$ cat config.mk
export PLATFORM = sky130hd
export DESIGN_NAME = seq_scan_ctrl
export DESIGN_NICKNAME = d
export VERILOG_FILES = /design/src/rtl/seq_scan_ctrl.sv
export SDC_FILE = /design/constraint.sdc
export NUM_CORES = 1
export LEC_CHECK = 0
export BUFFER_PORTS_ARGS = -buffer_cell sky130_fd_sc_hd__buf_2
export CORE_ASPECT_RATIO = 0.6
export CORE_MARGIN = 2
export CORE_UTILIZATION = 42
export DETAILED_ROUTE_END_ITERATION = 16
export MAX_ROUTING_LAYER = met4
export PLACE_DENSITY_LB_ADDON = 0.2
export SYNTH_ARGS = -nofsm -noshare
export SYNTH_HDL_FRONTEND = slang
export SYNTH_SLANG_ARGS = --single-unit
$ cat constraint.sdc
create_clock -name clk -period 2.3 [get_ports clk]
set_clock_uncertainty 0.2 [all_clocks]
set_input_delay 0.575 -clock clk [delete_from_list [all_inputs] [get_ports clk]]
set_output_delay 0.575 -clock clk [all_outputs]
set_load 0.05 [all_outputs]
$ cat src/rtl/seq_scan_ctrl.sv
// Serial pattern scan controller: shifts words MSB-first through an overlapping matcher.
// Optional macro SEQ_SCAN_CROSS_WORD_EN keeps match history across word boundaries.
module seq_scan_ctrl #(
  parameter int WORD_W = 8,
  parameter int PAT_W  = 4,
  parameter int LEN_W  = 3,
  parameter int CNT_W  = 4
) (
  input  logic              clk,
  input  logic              rst,
  input  logic              cfg_we,
  input  logic [PAT_W-1:0]  cfg_pat,
  input  logic [LEN_W-1:0]  cfg_len,
  input  logic              in_valid,
  output logic              in_ready,
  input  logic [WORD_W-1:0] in_data,
  output logic              ser_x,
  output logic              ser_vld,
  output logic              hit,
  output logic              res_valid,
  input  logic              res_ready,
  output logic [CNT_W-1:0]  res_count
);

  localparam int BC_W = $clog2(WORD_W + 1);

  typedef enum logic [1:0] {S_IDLE, S_SHIFT, S_DONE} state_t;

  state_t              r_state, w_state_nx;
  logic [WORD_W-1:0]   r_shreg;
  logic [BC_W-1:0]     r_bcnt;
  logic [PAT_W-1:0]    r_hist, r_pat;
  logic [LEN_W-1:0]    r_hcnt, r_len;
  logic [CNT_W-1:0]    r_cnt;
  logic                r_ser_x, r_ser_vld, r_hit, r_res_valid;

  logic [LEN_W-1:0]    w_len_n;
  logic                w_last, w_bit, w_hit_nx;
  logic [PAT_W-1:0]    w_hist_nx, w_mask;
  logic [LEN_W:0]      w_hcnt_p1;
  logic [LEN_W-1:0]    w_hcnt_nx;
  logic [CNT_W-1:0]    w_cnt_nx;

  always_comb begin
    w_len_n = cfg_len;
    if (cfg_len == '0)                    w_len_n = LEN_W'(1);
    else if (cfg_len > LEN_W'(PAT_W))     w_len_n = LEN_W'(PAT_W);
  end

  assign w_last    = (r_bcnt == BC_W'(WORD_W - 1));
  assign w_bit     = r_shreg[WORD_W-1];
  assign w_hist_nx = {r_hist[PAT_W-2:0], w_bit};
  assign w_hcnt_p1 = {1'b0, r_hcnt} + {{LEN_W{1'b0}}, 1'b1};
  assign w_hcnt_nx = (r_hcnt == LEN_W'(PAT_W)) ? r_hcnt : w_hcnt_p1[LEN_W-1:0];

  // Only the low r_len history bits take part in the compare.
  always_comb begin
    w_mask = '0;
    for (int i = 0; i < PAT_W; i++) w_mask[i] = (i < int'(r_len));
  end

  assign w_hit_nx = (w_hcnt_p1 >= {1'b0, r_len}) &&
                    (((w_hist_nx ^ r_pat) & w_mask) == '0);
  assign w_cnt_nx = (w_hit_nx && (r_cnt != '1)) ? r_cnt + CNT_W'(1) : r_cnt;

  always_ff @(posedge clk or posedge rst) begin
    if (rst) r_state <= S_IDLE;
    else     r_state <= w_state_nx;
  end

  always_comb begin
    w_state_nx = r_state;
    case (r_state)
      S_IDLE:  if (in_valid)  w_state_nx = S_SHIFT;
      S_SHIFT: if (w_last)    w_state_nx = S_DONE;
      S_DONE:  if (res_ready) w_state_nx = S_IDLE;
      default:                w_state_nx = S_IDLE;
    endcase
  end

  always_ff @(posedge clk or posedge rst) begin
    if (rst) begin
      r_shreg     <= '0;
      r_bcnt      <= '0;
      r_hist      <= '0;
      r_hcnt      <= '0;
      r_cnt       <= '0;
      r_pat       <= PAT_W'(3'b101);
      r_len       <= LEN_W'(3);
      r_ser_x     <= 1'b0;
      r_ser_vld   <= 1'b0;
      r_hit       <= 1'b0;
      r_res_valid <= 1'b0;
    end else begin
      r_ser_vld <= 1'b0;
      r_hit     <= 1'b0;
      case (r_state)
        S_IDLE: begin
          if (cfg_we) begin
            r_pat <= cfg_pat;
            r_len <= w_len_n;
          end
          if (in_valid) begin
            r_shreg <= in_data;
            r_bcnt  <= '0;
            r_cnt   <= '0;
`ifdef SEQ_SCAN_CROSS_WORD_EN
`else
            r_hist  <= '0;
            r_hcnt  <= '0;
`endif
          end
        end
        S_SHIFT: begin
          r_shreg   <= r_shreg << 1;
          r_hist    <= w_hist_nx;
          r_hcnt    <= w_hcnt_nx;
          r_bcnt    <= r_bcnt + BC_W'(1);
          r_ser_x   <= w_bit;
          r_ser_vld <= 1'b1;
          r_hit     <= w_hit_nx;
          r_cnt     <= w_cnt_nx;
          if (w_last) r_res_valid <= 1'b1;
        end
        S_DONE: if (res_ready) r_res_valid <= 1'b0;
        default: ;
      endcase
    end
  end

  assign in_ready  = (r_state == S_IDLE);
  assign ser_x     = r_ser_x;
  assign ser_vld   = r_ser_vld;
  assign hit       = r_hit;
  assign res_valid = r_res_valid;
  assign res_count = r_cnt;

endmodule
==> impl_metrics.yaml, run 1 <==
logic_synthesis:
  ys_seq_area_share_pct: 51.88
  ys_warn_count: 0
  synth_seq_cells: 35
  synth_most_common_cell: "dfrtp_1"
  synthTopCellsByArea: "dfrtp_1 46%, dfstp_2 6.2%, ha_1 5.2%"
  synth_nets: 183
  synth-edff-count: 0
  yosys-top-cells-count: "31 x dfrtp_1, 23 x nand2_1, 12 x o21ai_0"
  synth_cell_types: 33
  synthCells: 156
  syn_area_um2: 1698
  synth_largest_area_cell: "dfrtp_1"
  avgSynthCellArea_um2: 10.88
  yosys.area.top_type_share_pct: 45.69
  synthArstFlopShare_pct: 100.0
  synth_flop_cell: "dfrtp_1"
timing:
  setup_viol: 0
  rsz0062_at_grt: "true"
  finalSetupTns_ns: 0
  max_freq_ghz: 0.4380
  fin_crit_ns: 2.283
  timing.final.hold_violations: 0
  max_slew_margin_pct: 65.92
  slew_viol_final: 0
  period_share_pct: 99.28
  worst_pin_slew_ns: 0.5101
cts:
  tritoncts: "yes"
  cts_htree_levels: 2
  clk_latency_ns: 0.28
  clk_pin_slew_ns: 0.07
  numCtsBuffers: 5
  ctsHoldBuffers: 0
  cts_max_path_buffers: 2
  cts.sinks: 35
  cts-root-buf: "clkbuf_8"
cells_and_area:
  fin_area_um2: 2098
  multi_input_area_um2: 814.5
  drive_gt1_share_pct: 32.82
  ff_latch_area_um2: 880.8
  nFillCells: 323
  syn_to_final_growth_pct: 23.58
  nNetsFinal: 221
  num_antenna_cells: 0
routing:
  drt_first_iter_violations: 44
  vias_per_cell: 5.413
  wirelength_mm: 3.505
  drc_errors: 0
  avgRoutedWirePerCell_um: 14.48
  drtAntennaViolNets: 0
  vias: 1310
  dr.pass1.iters: 4
grt:
  grt_pass1_wl_mm: 5.858
  antenna_found_initial: 0
  grt_max_degree: 36
  grt_pass1_vias: 1245
  grt_use_total_pct: 17.63
  overflow: 0
power:
  power_mw: 3.400
  leakagePower_nw: 0.9905
  vdd_ir_drop_max_mv: 0.5896
  power_density_nw_per_um2: 1620
critical_path:
  worstPathCellList: "ha_2 > xor2_2 > ha_1 > o21ai_1 > o21ai_2 > o2111ai_4 > o22a_1 > mux2_4"
  cp.arrival_ns: 2.25
  startpoint_type: "register"
  required_ns: 2.27
  crit_path_end_kind: "register"
  path_class: "reg2reg"
  slowest_delay_ns: 0.42
  slowest_stage: "dfrtp_1"
  cp_max_fo: 5
placement:
  gp_routability_congestion: 0.8760
  placed_area_um2: 1919
  port_buffers: 28
  place_hpwl_mm: 2.432
hold_path:
  hold_path_class: "in2async"
die:
  rows: 17
  initial_utilization_pct: 45.10
  core-area_um2: 3765
  ioPinCount: 29
  dieArea_um2: 4584
  die_y_um: 53.25
  die_x_um: 86.08
status:
  status: "finished clean"
job:
  drv_cap: 0
## kinds of logic (layout without fill, tap and decap cells)
family,after synthesis,count (layout),synth area share (%)
AOI/OAI and AO/OA,38,38,16.36
and+or+nand+nor,45,45,12.45
DFF,35,35,51.88
buffers and inverters,12,51,2.874
muxes,14,14,8.696
adders and majority gates,7,7,5.158
xor gates and xnor gates,5,5,2.580
## through the flow
step	cells	setup slack [ns]	utilization [%]	hold slack [ns]
floorplan	156	0.02570	-	0.2492
global placement	232	-0.007843	50.98	0.2659
detailed placement	232	-0.1047	50.98	0.2777
CTS	242	-0.05962	55.00	0.1885
global route	242	-0.09011	55.73	0.2110
finish	242	0.01667	55.73	0.1776
## registers in the layout, summed over array words and instances, names as in the netlist
register	flops
hit	1
r_bcnt	4
r_hcnt	3
r_hist	3
r_len	3
r_pat	4
r_shreg	8
r_state	2
res_count	4
res_valid	1
ser_vld	1
ser_x	1
## report_power, final
group	switching, mW	internal [mW]	total [mW]
Combinational	0.926	0.740	1.67
Sequential	0.249	0.915	1.16
Clock	0.219	0.351	0.570
Total	1.39	2.01	3.40
## worst max-delay path, delay by kind of cell (launching register included)
| kind | cells | cell delay, ns |
|---|---|---|
| AOI/OAI and AO/OA | 4 | 0.63 |
| adders and majority gates | 2 | 0.49 |
| DFF | 1 | 0.42 |
| muxes | 1 | 0.27 |
| xor gates and xnor gates | 1 | 0.15 |
## timing repair
item / 4_1_cts / 5_1_grt
cloned: 0 / 0
setup buffers: 2 / 0
gates resized for setup: 5 / 4
endpoints found under the setup margin: 4 / 4
pin swaps: 8 / 5
## worst paths after layout
kind                                             to  depth (start not counted)  slack (ns)                   start
hold reg to reg              r_shreg[1]$_DFFE_PP0P_                          2        0.28  r_shreg[1]$_DFFE_PP0P_
min in group clk               r_len[0]$_DFFE_PP1P_                          2        0.26              cfg_len[2]
max in group asynchronous      r_pat[2]$_DFFE_PP1P_                          3        1.38                     rst
setup / recovery           res_count[0]$_DFFE_PP0P_                          8        0.02   r_hcnt[1]$_DFFE_PP0P_
hold / removal                 r_len[2]$_DFFE_PP0P_                          3        0.18                     rst
setup reg to reg           res_count[0]$_DFFE_PP0P_                          8        0.02   r_hcnt[1]$_DFFE_PP0P_
## area by class of cell
| cell class | instances | area share (%) |
|---|---|---|
| clock buffer | 6 | 3.936 |
| clock inverter | 2 | 1.670 |
| inverter | 7 | 1.252 |
| multi-input combinational | 109 | 38.82 |
| sequential | 35 | 41.98 |
| tap | 47 | 2.803 |
| timing repair buffer | 36 | 9.541 |
## routing by layer
metal  up-vias  global-route usage (%)  wire [um]
li1        633                       -          -
met1       632                   22.45       1674
met2        39                   27.52       1632
met3         6                   5.148        162
met4         0                   5.556         36
met5         -                       -          0
## cells in the final DEF, fill, tap and decap left out, types with 2 or more instances in the layout
master,n
dfrtp_1,31
buf_2,28
nand2_1,23
o21ai_0,11
mux2i_1,8
buf_4,8
a22o_1,7
inv_1,6
clkbuf_8,6
mux2_2,5
nand2b_1,5
nand3_1,5
ha_1,5
nor2_1,4
o21ai_1,4
dfstp_2,4
xnor2_1,3
o21bai_1,2
a32o_1,2
a21oi_1,2
nor3_2,2
o22a_1,2
nor3_1,2
a21o_1,2
No activity file was read; power rests on OpenSTA's default activity.
==> inputs of run 2 (changes only) <==
==> constraint.sdc (replaced) <==
create_clock -name clk -period 2.3 [get_ports clk]
set_clock_uncertainty 0.2 [all_clocks]
set_input_delay 0.23 -clock clk [delete_from_list [all_inputs] [get_ports clk]]
set_output_delay 0.23 -clock clk [all_outputs]
set_load 0.05 [all_outputs]
==> run 2 against run 1 <==
  * Cell area up 4.3%
  * Critical path depth unchanged
  * Utilization rose by 2.4 points
  * Critical path type unchanged
  * Critical endpoint unchanged
  * Largest cell class unchanged
  * Highest routed layer unchanged
==> impl_metrics.yaml, run 2 (synthesis results as in run 1) <==
die:
  core-area_um2: 3765
  die_x_um: 86.08
  die_y_um: 53.25
  dieArea_um2: 4584
  rows: 17
  ioPinCount: 29
  initial_utilization_pct: 45.10
cts:
  tritoncts: "yes"
  clk_pin_slew_ns: 0.07
  cts.sinks: 35
  cts_htree_levels: 2
  clk_latency_ns: 0.28
  cts-root-buf: "clkbuf_8"
  numCtsBuffers: 5
  cts_max_path_buffers: 2
placement:
  place_inst: 232
  place_hpwl_mm: 2.432
  port_buffers: 28
  placed_area_um2: 1919
  gp_routability_congestion: 0.8760
  pre_cts_ws_ns: -0.1047
cells_and_area:
  drive_gt1_share_pct: 31.37
  num_antenna_cells: 0
  multi_input_area_um2: 814.5
  ff_latch_area_um2: 880.8
  final_cell_mix: "31 x dfrtp_1, 28 x buf_2, 23 x nand2_1"
  final_common_cell: "dfrtp_1"
  fin_cells: 251
  top_register: "r_shreg"
  final_core_util_pct: 58.13
  largest_register_ffs: 8
  nNetsFinal: 230
  fin_area_um2: 2188
  nFillCells: 315
  syn_to_final_growth_pct: 28.89
routing:
  dr.pass1.iters: 4
  vias: 1346
  drc_errors: 0
  avgRoutedWirePerCell_um: 14.27
  drt_first_iter_violations: 46
  wirelength_mm: 3.583
  drtAntennaViolNets: 0
  vias_per_cell: 5.363
hold_path:
  hold_path_class: "in2reg"
critical_path:
  slowest_stage: "dfrtp_1"
  cp.arrival_ns: 2.25
  cp_top_family: "compound AO/OA/AOI/OAI gates"
  worstPathCellList: "ha_2 > xor2_2 > ha_1 > o21ai_1 > o21ai_2 > o2111ai_4 > o22a_1 > mux2_4"
  cp_max_fo: 5
  slowest_delay_ns: 0.42
  cp_num_buf_inv: 0
  required_ns: 2.27
  startpoint_type: "register"
  path_class: "reg2reg"
  crit_path_end_kind: "register"
timing:
  slew_viol_final: 0
  max_freq_ghz: 0.4377
  worst_pin_slew_ns: 0.5031
  finalSetupTns_ns: 0
  period_share_pct: 99.34
  max_slew_margin_pct: 66.39
  fin_hold_ws_ns: 0.01078
  fin_crit_ns: 2.285
  setup_viol: 0
  worst_slack_ns: 0.01527
  rsz0062_at_grt: "true"
  timing.final.hold_violations: 0
power:
  power_mw: 3.411
  power_density_nw_per_um2: 1559
  vdd_ir_drop_max_mv: 0.5825
  leakagePower_nw: 1.028
grt:
  grt_pass1_wl_mm: 6.009
  grt_use_total_pct: 18.06
  grt_pass1_vias: 1287
  overflow: 0
  antenna_found_initial: 0
  grt_max_degree: 36
job:
  drv_cap: 0
status:
  status: "finished clean"
==> run 2: changes by cell type in the layout (fill, tap and decap cells not counted), sizes merged <==
| cell | change |
|---|---|
| dlygate4sd3 | +9 |
==> run 2: layer usage <==
metal	global-route usage [%]	share of wire, %
met3	5.148	3.8
met5	-	0
met4	5.556	0.87
met2	28.55	48
met1	22.84	47
==> run 2: final cells by class <==
type,instances,share of cell area [%]
tap,47,2.687
clock buffer,6,3.774
clock inverter,2,1.601
sequential,35,40.25
timing repair buffer,45,13.26
inverter,7,1.201
multi-input combinational,109,37.22
==> run 2: worst register-to-register path, cell delays in order, from the launching register on <==
cell       delay (ns)
dfrtp_1          0.42
ha_2             0.20
xor2_2           0.15
ha_1             0.29
o21ai_1          0.07
o21ai_2          0.16
o2111ai_4        0.17
o22a_1           0.24
mux2_4           0.27
==> run 2: worst paths after layout <==
check                                             from  cells past startpoint                  endpoint  slack (ns)
worst max-delay path             r_hcnt[1]$_DFFE_PP0P_                      8  res_count[0]$_DFFE_PP0P_        0.02
worst min-delay path                          in_valid                      2    r_shreg[0]$_DFFE_PP0P_        0.01
worst max register to register   r_hcnt[1]$_DFFE_PP0P_                      8  res_count[0]$_DFFE_PP0P_        0.02
worst min register to register  r_shreg[1]$_DFFE_PP0P_                      2    r_shreg[1]$_DFFE_PP0P_        0.29
max in group asynchronous                          rst                      4      r_pat[2]$_DFFE_PP1P_        1.17
min in group asynchronous                          rst                      4      r_len[2]$_DFFE_PP0P_        0.38
==> run 2: repair_timing <==
| item | CTS | global route |
|---|---|---|
| pin swaps | 8 | 5 |
| setup endpoints to repair | 4 | 4 |
| hold endpoints to repair | 40 | 0 |
| hold buffers | 9 | 0 |
| gates resized for setup | 5 | 4 |
| setup buffers | 2 | 0 |
==> run 2: where the power goes <==
part	internal (mW)	leakage [nW]	switching, mW	total [mW]
logic	0.750	0.536	0.927	1.68
registers	0.915	0.431	0.249	1.16
clock network	0.351	0.0612	0.219	0.570
==> inputs of run 3 (changes only) <==
--- a/config.mk
+++ b/config.mk
@@ -8,7 +8,7 @@
 export BUFFER_PORTS_ARGS = -buffer_cell sky130_fd_sc_hd__buf_2
 export CORE_ASPECT_RATIO = 0.6
 export CORE_MARGIN = 2
-export CORE_UTILIZATION = 42
+export CORE_UTILIZATION = 49
 export DETAILED_ROUTE_END_ITERATION = 16
 export MAX_ROUTING_LAYER = met4
 export PLACE_DENSITY_LB_ADDON = 0.2
==> run 3 against run 2 <==
  * Power fell by 2.2%
  * Global-route usage rose by 3.7 points
  * Die area fell by 13%
  * Final cell count fell by 2.0%
  * Fmax rose by 1.4%
  * Critical path depth did not move
  * First-iteration DRC count rose by 76%
  * Utilization rose by 7.1 points
  * Non-clock buffer count fell by 2
  * Register-to-register slack improved by 0.03 ns
  * Worst setup slack improved by 0.031 ns
  * Combinational power rose by 3%
  * Largest cell class unchanged
==> impl_metrics.yaml, run 3 (synthesis results as in run 1) <==
timing:
  finalSetupTns_ns: 0
  max_freq_ghz: 0.4438
  setup_viol: 0
  fin_crit_ns: 2.253
  slew_viol_final: 0
  timing.final.hold_violations: 0
  fin_hold_ws_ns: 0.005666
  period_share_pct: 97.97
  rsz0062_at_grt: "true"
  max_slew_margin_pct: 70.06
  worst_slack_ns: 0.04674
  worst_pin_slew_ns: 0.4492
critical_path:
  worstPathCellList: "ha_2 > xor2_2 > ha_1 > o21ai_2 > o21ai_2 > o2111ai_4 > o22a_1 > mux2_4"
  slowest_stage: "dfrtp_1"
  cp_top_family: "compound AO/OA/AOI/OAI gates"
  path_common_cell: "o21ai_2"
  cp_max_fo: 5
  cp.arrival_ns: 2.22
  path_class: "reg2reg"
  startpoint_type: "register"
  slowest_delay_ns: 0.41
  crit_path_end_kind: "register"
  reg2reg_setup_slack_ns: 0.05
  cp_num_buf_inv: 0
  required_ns: 2.27
cells_and_area:
  nFillCells: 290
  drive_gt1_share_pct: 31.84
  num_antenna_cells: 0
  final_cell_mix: "31 x dfrtp_1, 28 x buf_2, 23 x nand2_1"
  multi_input_area_um2: 818.3
  top_register: "r_shreg"
  syn_to_final_growth_pct: 26.16
  final_common_cell: "dfrtp_1"
  largest_register_ffs: 8
  fin_area_um2: 2142
  fin_cells: 246
  final_core_util_pct: 65.24
  nNetsFinal: 228
  ff_latch_area_um2: 880.8
placement:
  place_inst: 229
  placed_area_um2: 1909
  port_buffers: 28
  gp_routability_congestion: 0.8277
  pre_cts_ws_ns: -0.1315
  place_hpwl_mm: 2.474
routing:
  wirelength_mm: 3.614
  drtAntennaViolNets: 0
  vias: 1349
  drt_first_iter_violations: 81
  drc_errors: 0
  vias_per_cell: 5.484
  dr.pass1.iters: 4
  avgRoutedWirePerCell_um: 14.69
power:
  leakagePower_nw: 1.006
  power_density_nw_per_um2: 1558
  power_mw: 3.337
  vdd_ir_drop_max_mv: 0.6260
die:
  die_y_um: 49.60
  initial_utilization_pct: 51.71
  core-area_um2: 3283
  dieArea_um2: 3967
  die_x_um: 80.00
  rows: 16
  ioPinCount: 29
cts:
  cts-root-buf: "clkbuf_8"
  tritoncts: "yes"
  clk_pin_slew_ns: 0.07
  numCtsBuffers: 5
  cts_max_path_buffers: 2
  cts_htree_levels: 2
  cts.sinks: 35
  clk_latency_ns: 0.28
hold_path:
  hold_path_class: "in2reg"
job:
  drv_cap: 0
grt:
  grt_max_degree: 36
  grt_pass1_vias: 1299
  overflow: 0
  grt_use_total_pct: 21.74
  antenna_found_initial: 0
  grt_pass1_wl_mm: 6.251
status:
  status: "finished clean"
==> run 3: report_power, final <==
| part | internal (mW) | switching, mW |
|---|---|---|
| registers | 0.916 | 0.250 |
| logic | 0.769 | 0.960 |
| clock network | 0.235 | 0.208 |
| total | 1.92 | 1.42 |
==> run 3: timing repair <==
action,CTS,global route
pin swaps,7,5
gates resized for setup,6,5
cloned,0,0
endpoints found under the hold margin,39,0
setup buffers,2,0
hold buffers,8,0
setup endpoints to repair,3,4
==> run 3: worst paths after layout <==
| check | from | to | cells past startpoint |
|---|---|---|---|
| worst max-delay path | r_hcnt[0]$_DFFE_PP0P_ | res_count[0]$_DFFE_PP0P_ | 8 |
| worst min register to register | r_shreg[1]$_DFFE_PP0P_ | r_shreg[1]$_DFFE_PP0P_ | 2 |
| worst max register to register | r_hcnt[0]$_DFFE_PP0P_ | res_count[0]$_DFFE_PP0P_ | 8 |
| min in group asynchronous | rst | r_len[2]$_DFFE_PP0P_ | 4 |
| max in group asynchronous | rst | r_pat[0]$_DFFE_PP1P_ | 4 |
| worst min-delay path | in_data[0] | r_shreg[0]$_DFFE_PP0P_ | 2 |
==> run 3: metal layers <==
metal	global-route usage (%)	vias to the layer above	share of wire [%]
met4	5.367	0	1.5
met1	28.78	657	47
met5	-	-	0
met2	31.81	37	46
li1	-	647	-
met3	8.242	8	5.7
==> run 3: cell type report <==
type                            instances  area share (%)
Clock buffer                            6           3.855
Clock inverter                          1          0.2336
Inverter                                7           1.227
Multi-Input combinational cell        109           38.20
Sequential cell                        35           41.12
Tap cell                               45           2.629
Timing Repair Buffer                   43           12.73
